<file path="src/rtl/demux1t8_32_buf.sv">
// rtl/demux1t8_32_buf.sv - registered 1-to-8 demux with per-channel valid/ready holding registers
// Each channel is a one-entry buffer (EMPTY/FULL); broadcast loads all eight when every channel is free.
module demux1t8_32_buf #(
  parameter int WIDTH = 32
) (
  input  logic             clk,
  input  logic             rst_n,
  input  logic [2:0]       S,
  input  logic             BCAST,
  input  logic [WIDTH-1:0] I,
  input  logic             in_valid,
  output logic             in_ready,
  output logic [WIDTH-1:0] O0,
  output logic [WIDTH-1:0] O1,
  output logic [WIDTH-1:0] O2,
  output logic [WIDTH-1:0] O3,
  output logic [WIDTH-1:0] O4,
  output logic [WIDTH-1:0] O5,
  output logic [WIDTH-1:0] O6,
  output logic [WIDTH-1:0] O7,
  output logic [7:0]       O_valid,
  input  logic [7:0]       O_ready,
  output logic             busy
);

  typedef enum logic {
    EMPTY = 1'b0,
    FULL  = 1'b1
  } ch_state_e;

  ch_state_e        state_q [8];
  ch_state_e        state_d [8];
  logic [WIDTH-1:0] data_q  [8];
  logic [WIDTH-1:0] data_d  [8];

  logic [7:0] free;
  logic [7:0] load;
  logic       accept;

  always_comb begin
    O_valid = '0;
    for (int k = 0; k < 8; k++) begin
      O_valid[k] = (state_q[k] == FULL);
    end
  end

  // A channel can take a new word if it is empty or its consumer drains it this cycle.
  assign free     = ~O_valid | O_ready;
  assign in_ready = BCAST ? (&free) : free[S];
  assign accept   = in_valid & in_ready;
  assign busy     = |O_valid;

  always_comb begin
    load = '0;
    for (int k = 0; k < 8; k++) begin
      load[k]    = accept & (BCAST | (S == 3'(k)));
      state_d[k] = state_q[k];
      data_d[k]  = data_q[k];
      case (state_q[k])
        EMPTY: begin
          if (load[k]) begin
            state_d[k] = FULL;
            data_d[k]  = I;
          end
        end
        FULL: begin
          if (load[k]) begin
            data_d[k] = I;
          end else if (O_ready[k]) begin
            state_d[k] = EMPTY;
          end
        end
        default: state_d[k] = EMPTY;
      endcase
    end
  end

  always_ff @(posedge clk) begin
    for (int k = 0; k < 8; k++) begin
      if (!rst_n) begin
        state_q[k] <= EMPTY;
        data_q[k]  <= '0;
      end else begin
        state_q[k] <= state_d[k];
        data_q[k]  <= data_d[k];
      end
    end
  end

  assign O0 = data_q[0];
  assign O1 = data_q[1];
  assign O2 = data_q[2];
  assign O3 = data_q[3];
  assign O4 = data_q[4];
  assign O5 = data_q[5];
  assign O6 = data_q[6];
  assign O7 = data_q[7];

endmodule
</file>
<file path="config.mk">
export PLATFORM = sky130hd
export DESIGN_NAME = demux1t8_32_buf
export DESIGN_NICKNAME = d
export VERILOG_FILES = /design/src/rtl/demux1t8_32_buf.sv
export SDC_FILE = /design/constraint.sdc
export NUM_CORES = 1
export LEC_CHECK = 0
export CORE_UTILIZATION = 30
export DETAILED_ROUTE_END_ITERATION = 16
export PLACE_DENSITY = 0.58
export RECOVER_POWER = 50
export SKIP_CTS_REPAIR_TIMING = 1
export SYNTH_ARGS = -nofsm -noshare
export SYNTH_HDL_FRONTEND = slang
export SYNTH_SLANG_ARGS = --single-unit
export TNS_END_PERCENT = 50
</file>
<file path="constraint.sdc">
create_clock -name clk -period 2.2 [get_ports clk]
set_input_delay 0.44 -clock clk [delete_from_list [all_inputs] [get_ports clk]]
set_output_delay 0.44 -clock clk [all_outputs]
set_load 0.1 [all_outputs]
</file>
# ---- Yosys cells after proc, flatten, opt, wreduce, memory -nomap -nowiden
# Memory sizes are Yosys's and may differ from the RTL's.
# Cells that the tools add are included.
dict set report op_classes {
  n_lt_le_gt_ge 1
  n_eq_ne 7
  mux 61
  bitwise_logic 43
  reduce_logical 3
}
# operator count
set ops {}
lappend ops {{$mux W32} 16}
lappend ops {{$mux W1} 36}
lappend ops {{$or A1 B1 Y1} 24}
lappend ops {{$pmux W1 S2} 8}
lappend ops {{$eq A3 B3 Y1 const B} 4}
lappend ops {{$and A1 B1 Y1} 9}
lappend ops {{$not A1 Y1} 8}
lappend ops {{$not A8 Y8} 1}
lappend ops {{$or A8 B8 Y8} 1}
lappend ops {{$reduce_and A8 Y1} 1}
lappend ops {{$reduce_or A8 Y1} 1}
lappend ops {{$eq A3 B2 Y1 const B} 2}
lappend ops {{$lt A3 B4 Y1 const B} 1}
lappend ops {{$bmux W1 S3} 1}
lappend ops {{$eq A3 B1 Y1 const B} 1}
lappend ops {{$logic_not A3 Y1} 1}
dict set report word_totals {
  register_bits 0
  ramBits 264
  inputBits 47
  output_inout_bits 266
  word_cells 117
  mem_count 2
}
# name words width read_ports rd_ports_with_merged_regs write_ports line_no
set memory_table {}
lappend memory_table {data_q 8 32 8 0 8 33} ;# logic [WIDTH-1:0] data_q [8];
lappend memory_table {state_q 8 1 8 0 8 31} ;# ch_state_e state_q [8];

# ---- Logic depth before layout (Yosys ltp)
# Gate-level depths: netlist (run 1).
dict set report depth {
  word_depth 10
  mapped_depth 8
  depth_no_buf 5
}

# ---- Least setup slack after synthesis (run 1)
# Ideal clock, no wire load.
dict set report synth_timing {
  path_kind {flip-flop to output port}
  from {mem state_q[1][0] (netlist name)}
  to {out in_ready}
  t_arrival_ns 2.522
  required_ns 1.760
  path_slack_ns -0.762
  stages_incl_launch_ff 5
  n_path_buf 0
  cell_sequence {dfxtp_1 -> nor4b_1 -> a2111o_1 -> o22ai_1 -> nand2b_1}
}
# element line_no
set synth_rtl {}
lappend synth_rtl {{start: declaration} 31}
lappend synth_rtl {{end: declaration} 12} ;# output logic in_ready,

==> impl_metrics.ini, run 1 <==
[logic_synthesis]
async_flop_share = 0
synth_top_family_by_area = compound AO/OA/AOI/OAI gates
synth_mux_area_frac = 0
synth-compound-area-share = 0.296
yosys_register_bits = 264
synth_area_um2 = 10200
avgSynthCellArea_um2 = 9.62
synth-seq-area-share = 0.520
synth_xor_area_frac = 0
synth_top_area_frac = 0.520
synth_cell_types = 40
synth_flop_cell = dfxtp_1
synth_edf_count = 0
synth_most_common_cell = dfxtp_1
yosysWarnings = 0
synth_top_cell_by_area = dfxtp_1
synthSimpleGateAreaFrac = 0.130
yosys-top-cells-count = dfxtp_1 (264), nand2_1 (196), o221ai_1 (128)
synth_fp_nets = 1104
syn_inst = 1057
synthTopCellsByArea = dfxtp_1 (52%), o221ai_1 (11%), o2bb2ai_1 (8.3%), nand2_1 (7.2%), o21ai_0 (3.5%)
synth-adder-area-share = 0

[run]
drv_cap = 0

[sta]
worst_slew_pin_slew_ps = 602
finalWorstSetupSlack_ps = -241
grt_setup_unrepaired = true
hold_viol = 0
slew_violations = 0
post-route-period-util = 1.11
fin_crit_ps = 2440
fmax_ghz = 0.410
slew_headroom = 0.600
setup_viol_count_final = 164
clock_skew_ps = 15.4
fin_setup_tns_ps = -15090

[power_and_ir_drop]
irDropWorstVdd_mv = 0.628
finalPower_w = 0.0155
leakage_nw = 6.25
power_density_nw_per_um2 = 990

[global_routing]
track_usage = 0.222
overflow = 0
antenna_found_initial = 1
grt_pass1_vias = 9430
grt_max_degree = 50
grt_pass1_wl_um = 58700

[cells_and_area]
nets = 1469
drive_gt1_frac = 0.398
syn_to_final_growth_pct = 54.1
utilization = 0.468

[clock_network]
ctsRootBufferMaster = clkbuf_16
worstSkewPairLatency_ps = 550
clockBufferDepth = 3
htree_levels = 1
clock-sinks = 264
numCtsBuffers = 29
clkSlewWorstSetupHoldPaths_ps = 60
cts_tree = built

[worst_setup_path]
path_buf_inv = 2
cp.arrival_ps = 2000
cpPeakStageDelay_ps = 340
startpoint_type = flop
crit_path_end_kind = primary output
crit_chain = nor2b_4, a211o_1, buf_6, o22ai_4, nand2b_4, buf_12
worstSetupPathType = flop to primary output
crit_slowest_cell = dfxtp_4
required_ps = 1760
cp_top_family = compound AO/OA/AOI/OAI gates
crit_fanout = 3

[drt]
dr.pass1.iters = 5
routed_wl_um = 42700
num_vias = 10225
wl_per_cell_um = 22.6
route.detailed.drc = 0
drtAntennaViolNets = 0
drtIter0Drc = 831
avgViaCountPerCell = 5.40

[floorplanning]
rows = 67
die_h_um = 186
die_x_um = 186
core_um2 = 33400
start_util = 0.304
pin_count = 313
die_area_um2 = 34600

[outcome]
status = finished with violations
violations = negative setup slack

[placement]
io_buffers = 312
hpwl_um = 28100
place_congestion = 0.851

[hold_path]
min_path_type = input port to flop
-- final timing paths --
kind | to | from | cells after the start | slack [ps]
max | in_ready | state_q[0][0]$_DFF_P_ | 6 | -240
min | data_q[0][119]$_SDFFE_PN0P_ | rst_n | 3 | 290
max reg2reg | data_q[1][38]$_SDFFE_PN0P_ | state_q[1][0]$_DFF_P_ | 7 | -220
min reg2reg | data_q[0][103]$_SDFFE_PN0P_ | data_q[0][103]$_SDFFE_PN0P_ | 1 | 460
-- worst reg2reg max path: stages (launching register included) --
cell and delay [ps]:
dfxtp_4 350, nor4b_4 120, a2111o_1 460, buf_6 150, or3_4 430, a31oi_4 400
clkbuf_16 280, o221ai_1 110
-- area by class of cell --
| class | instances | area, µm² |
|---|---|---|
| diodes | 1 | 2.50 |
| clock buffers | 41 | 851 |
| clock inverters | 11 | 145 |
| fillers | 3223 | 17800 |
| inverters | 5 | 18.8 |
| multi-input cells | 681 | 5080 |
| flip-flops and latches | 264 | 5310 |
| well taps | 448 | 561 |
| repair buffers | 441 | 3690 |
-- cell usage in the layout, fill, tap and decap left out, drive strengths merged, types with 2 or more instances in the layout --
cell type | synthesis | routed
clkdlybuf4s50 | 0 | 41
a32o | 32 | 32
nor2 | 74 | 74
inv | 4 | 5
nand2 | 196 | 196
bufinv | 0 | 3
dlymetal6s2s | 0 | 4
o21ai | 72 | 72
nand2b | 3 | 3
nor3 | 2 | 2
o31ai | 7 | 7
nand3 | 16 | 16
o221ai | 128 | 128
o2bb2ai | 96 | 96
a31oi | 5 | 5
a211o | 2 | 2
nor2b | 9 | 9
dfxtp | 264 | 264
nor4 | 3 | 3
or3 | 6 | 6
clkbuf | 66 | 227
clkinv | 1 | 5
a21o | 7 | 7
clkinvlp | 0 | 3
a21oi | 7 | 7
o21a | 4 | 4
buf | 41 | 210
nor4b | 2 | 2
-- through the flow --
stage          cell area, µm²  hold WS, ps  worst slack [ps]  std cells
2_1_floorplan           10200          566              2.16       1057
3_3_place_gp            13900          447              -606       1808
3_5_place_dp            13900          448              -650       1808
4_1_cts                 14900          281              -564       1860
5_1_grt                 15700          299              -314       1892
6_report                15700          294              -241       1892
-- power breakdown --
group	switching (W)	total (W)	leakage, nW	internal (W)
clock network	0.00202	0.00505	0.483	0.00303
registers	0.000238	0.00539	2.16	0.00515
logic	0.00393	0.00506	3.61	0.00113
total	0.00618	0.0155	6.25	0.00932
-- layer usage --
| layer | wire length [µm] | global-route usage |
|---|---|---|
| met1 | 19100 | 0.322 |
| met2 | 19000 | 0.332 |
| met3 | 3450 | 0.0427 |
| met4 | 1110 | 0.0630 |
| met5 | 0 | 0 |
-- logic make-up (layout without fill, tap and decap cells) --
kind of cell | after synthesis | after routing
compound gates | 365 | 365
other cells | 0 | 1
flops | 264 | 264
buf+inv | 112 | 498
simple gates | 316 | 316
-- flip-flops by register name, summed over array words and instances (netlist names) --
signal and flops:
data_q 256, state_q 8
Note: power is estimated with default switching activity, not from simulation.
==> inputs of run 2 (changes only) <==
- HOLD_SLACK_MARGIN: default -> 0.15
- PLACE_DENSITY: 0.58 -> 0.55
- clock period: 2.2 -> 3.11 ns (I/O delays scaled with it)
==> impl_metrics.ini, run 2 (synthesis results as in run 1) <==
[clock_network]
cts_tree = built
htree_levels = 1
ctsRootBufferMaster = clkbuf_16
clockBufferDepth = 3
worstSkewPairLatency_ps = 550
clkSlewWorstSetupHoldPaths_ps = 60
numCtsBuffers = 30
clock-sinks = 264

[floorplanning]
die_h_um = 186
rows = 67
die_x_um = 186
core_um2 = 33400
start_util = 0.304
pin_count = 313
die_area_um2 = 34600

[worst_setup_path]
reg2reg_to = data_q[1][20]$_SDFFE_PN0P_
worstSetupPathType = input port to primary output
crit_fanout = 3
regToRegSetupSlack_ps = 770
required_ps = 2490
crit_path_end_kind = primary output
crit_chain = clkdlybuf4s50_1, and4b_1, a211o_1, o22ai_1, nand2b_2, buf_12
cp.arrival_ps = 2270
r2r_cells = 7
cpPeakStageDelay_ps = 510
crit_start = O_ready[3]
crit_slowest_cell = clkdlybuf4s50_1
startpoint_type = input port
crit-reg2reg-launch = state_q[0][0]$_DFF_P_

[cells_and_area]
fillers = 3537
syn_to_final_growth_pct = 31.8
nets = 1385
utilization = 0.400
final_common_cell = clkbuf_1
drive_gt1_frac = 0.0889
layout_common_cells = clkbuf_1 (271), dfxtp_1 (264), nand2_1 (196)
top_register = data_q
largestRegisters = data_q (256), state_q (8)
largest_reg_flops = 256

[sta]
grt_setup_unrepaired = false
slew_violations = 0
post-route-period-util = 0.930
slew_headroom = 0.140
clock_skew_ps = 9.78
worst_slew_pin_slew_ps = 1300
setup_viol_count_final = 0
fmax_ghz = 0.346
hold_viol = 0
timing.hold.ws_ps = 459
fin_crit_ps = 2890

[placement]
place_congestion = 0.846
hpwl_um = 27100
io_buffers = 312

[drt]
avgViaCountPerCell = 5.33
drtIter0Drc = 733
drtAntennaViolNets = 0
num_vias = 9653
routed_wl_um = 39600
wl_per_cell_um = 21.9
dr.pass1.iters = 5
route.detailed.drc = 0

[power_and_ir_drop]
irDropWorstVdd_mv = 0.398
power_density_nw_per_um2 = 785
leakage_nw = 4.62

[global_routing]
overflow = 0
grt_pass1_vias = 9321
grt_max_degree = 168
antenna_found_initial = 1
track_usage = 0.225
grt_pass1_wl_um = 59300

[hold_path]
holdPathStages = 1
hp-start = data_q[0][32]$_SDFFE_PN0P_
min_path_type = flop to flop
hold-path-endpoint = data_q[0][32]$_SDFFE_PN0P_

[outcome]
status = complete, no violations

[run]
drv_cap = 0
run 2: changes by cell type in the layout (fill, tap and decap cells not counted), sizes merged:
| cell | previous run | this run |
|---|---|---|
| buf | 210 | 47 |
| bufinv | 3 | 2 |
| clkbuf | 227 | 310 |
| clkdlybuf4s50 | 41 | 43 |
| clkinvlp | 3 | 2 |
| dlymetal6s2s | 4 | 2 |
run 2: worst max path at each step:
stage                                       to  slack (ps)
floorplan                             in_ready         190
global placement                      in_ready          30
detailed placement  data_q[1][53]$_SDFFE_PN0P_         -20
CTS                                   in_ready          -9
global route                          in_ready         130
finish                                in_ready         220
run 2: through the flow:
stage | area (µm²) | setup slack, ps | instances | power (W) | setup TNS [ps]
after global routing | 13400 | 125 | 1809 | 0.0109 | 0
after global placement | 13400 | 31.5 | 1754 | 0.00722 | 0
after CTS | 14400 | -8.54 | 1809 | 0.0108 | -8.54
after detailed placement | 13400 | -16.1 | 1754 | 0.00723 | -88.7
final | 13400 | 219 | 1810 | 0.0105 | 0
after floorplan | 10200 | 192 | 1057 | 0.00634 | 0
run 2: critical path, delay by kind of cell:
family          cells  cell delay (ps)
compound gates      2              560
buf+inv             2              690
simple gates        2              390
run 2: layout make-up:
| class | instances | area (µm²) | area share |
|---|---|---|---|
| inverter | 5 | 18.8 | 0.00140 |
| clock buffer | 46 | 912 | 0.0681 |
| sequential | 264 | 5290 | 0.395 |
| antenna | 1 | 2.50 | 0.000187 |
| multi-input combinational | 681 | 4430 | 0.331 |
| clock inverter | 9 | 104 | 0.00775 |
| timing repair buffer | 356 | 2080 | 0.155 |
| tap | 448 | 561 | 0.0418 |
run 2: layer usage:
layer,track usage,routed length [µm]
met1,0.319,18400
met2,0.335,17200
met3,0.0520,3080
met4,0.0656,938
met5,0,0
run 2: power breakdown:
part | internal (W) | switching [W] | total, W | leakage, nW
Combinational | 0.000475 | 0.00265 | 0.00312 | 1.96
Sequential | 0.00365 | 0.000157 | 0.00380 | 2.16
Clock | 0.00217 | 0.00142 | 0.00359 | 0.497
Total | 0.00629 | 0.00422 | 0.0105 | 4.62
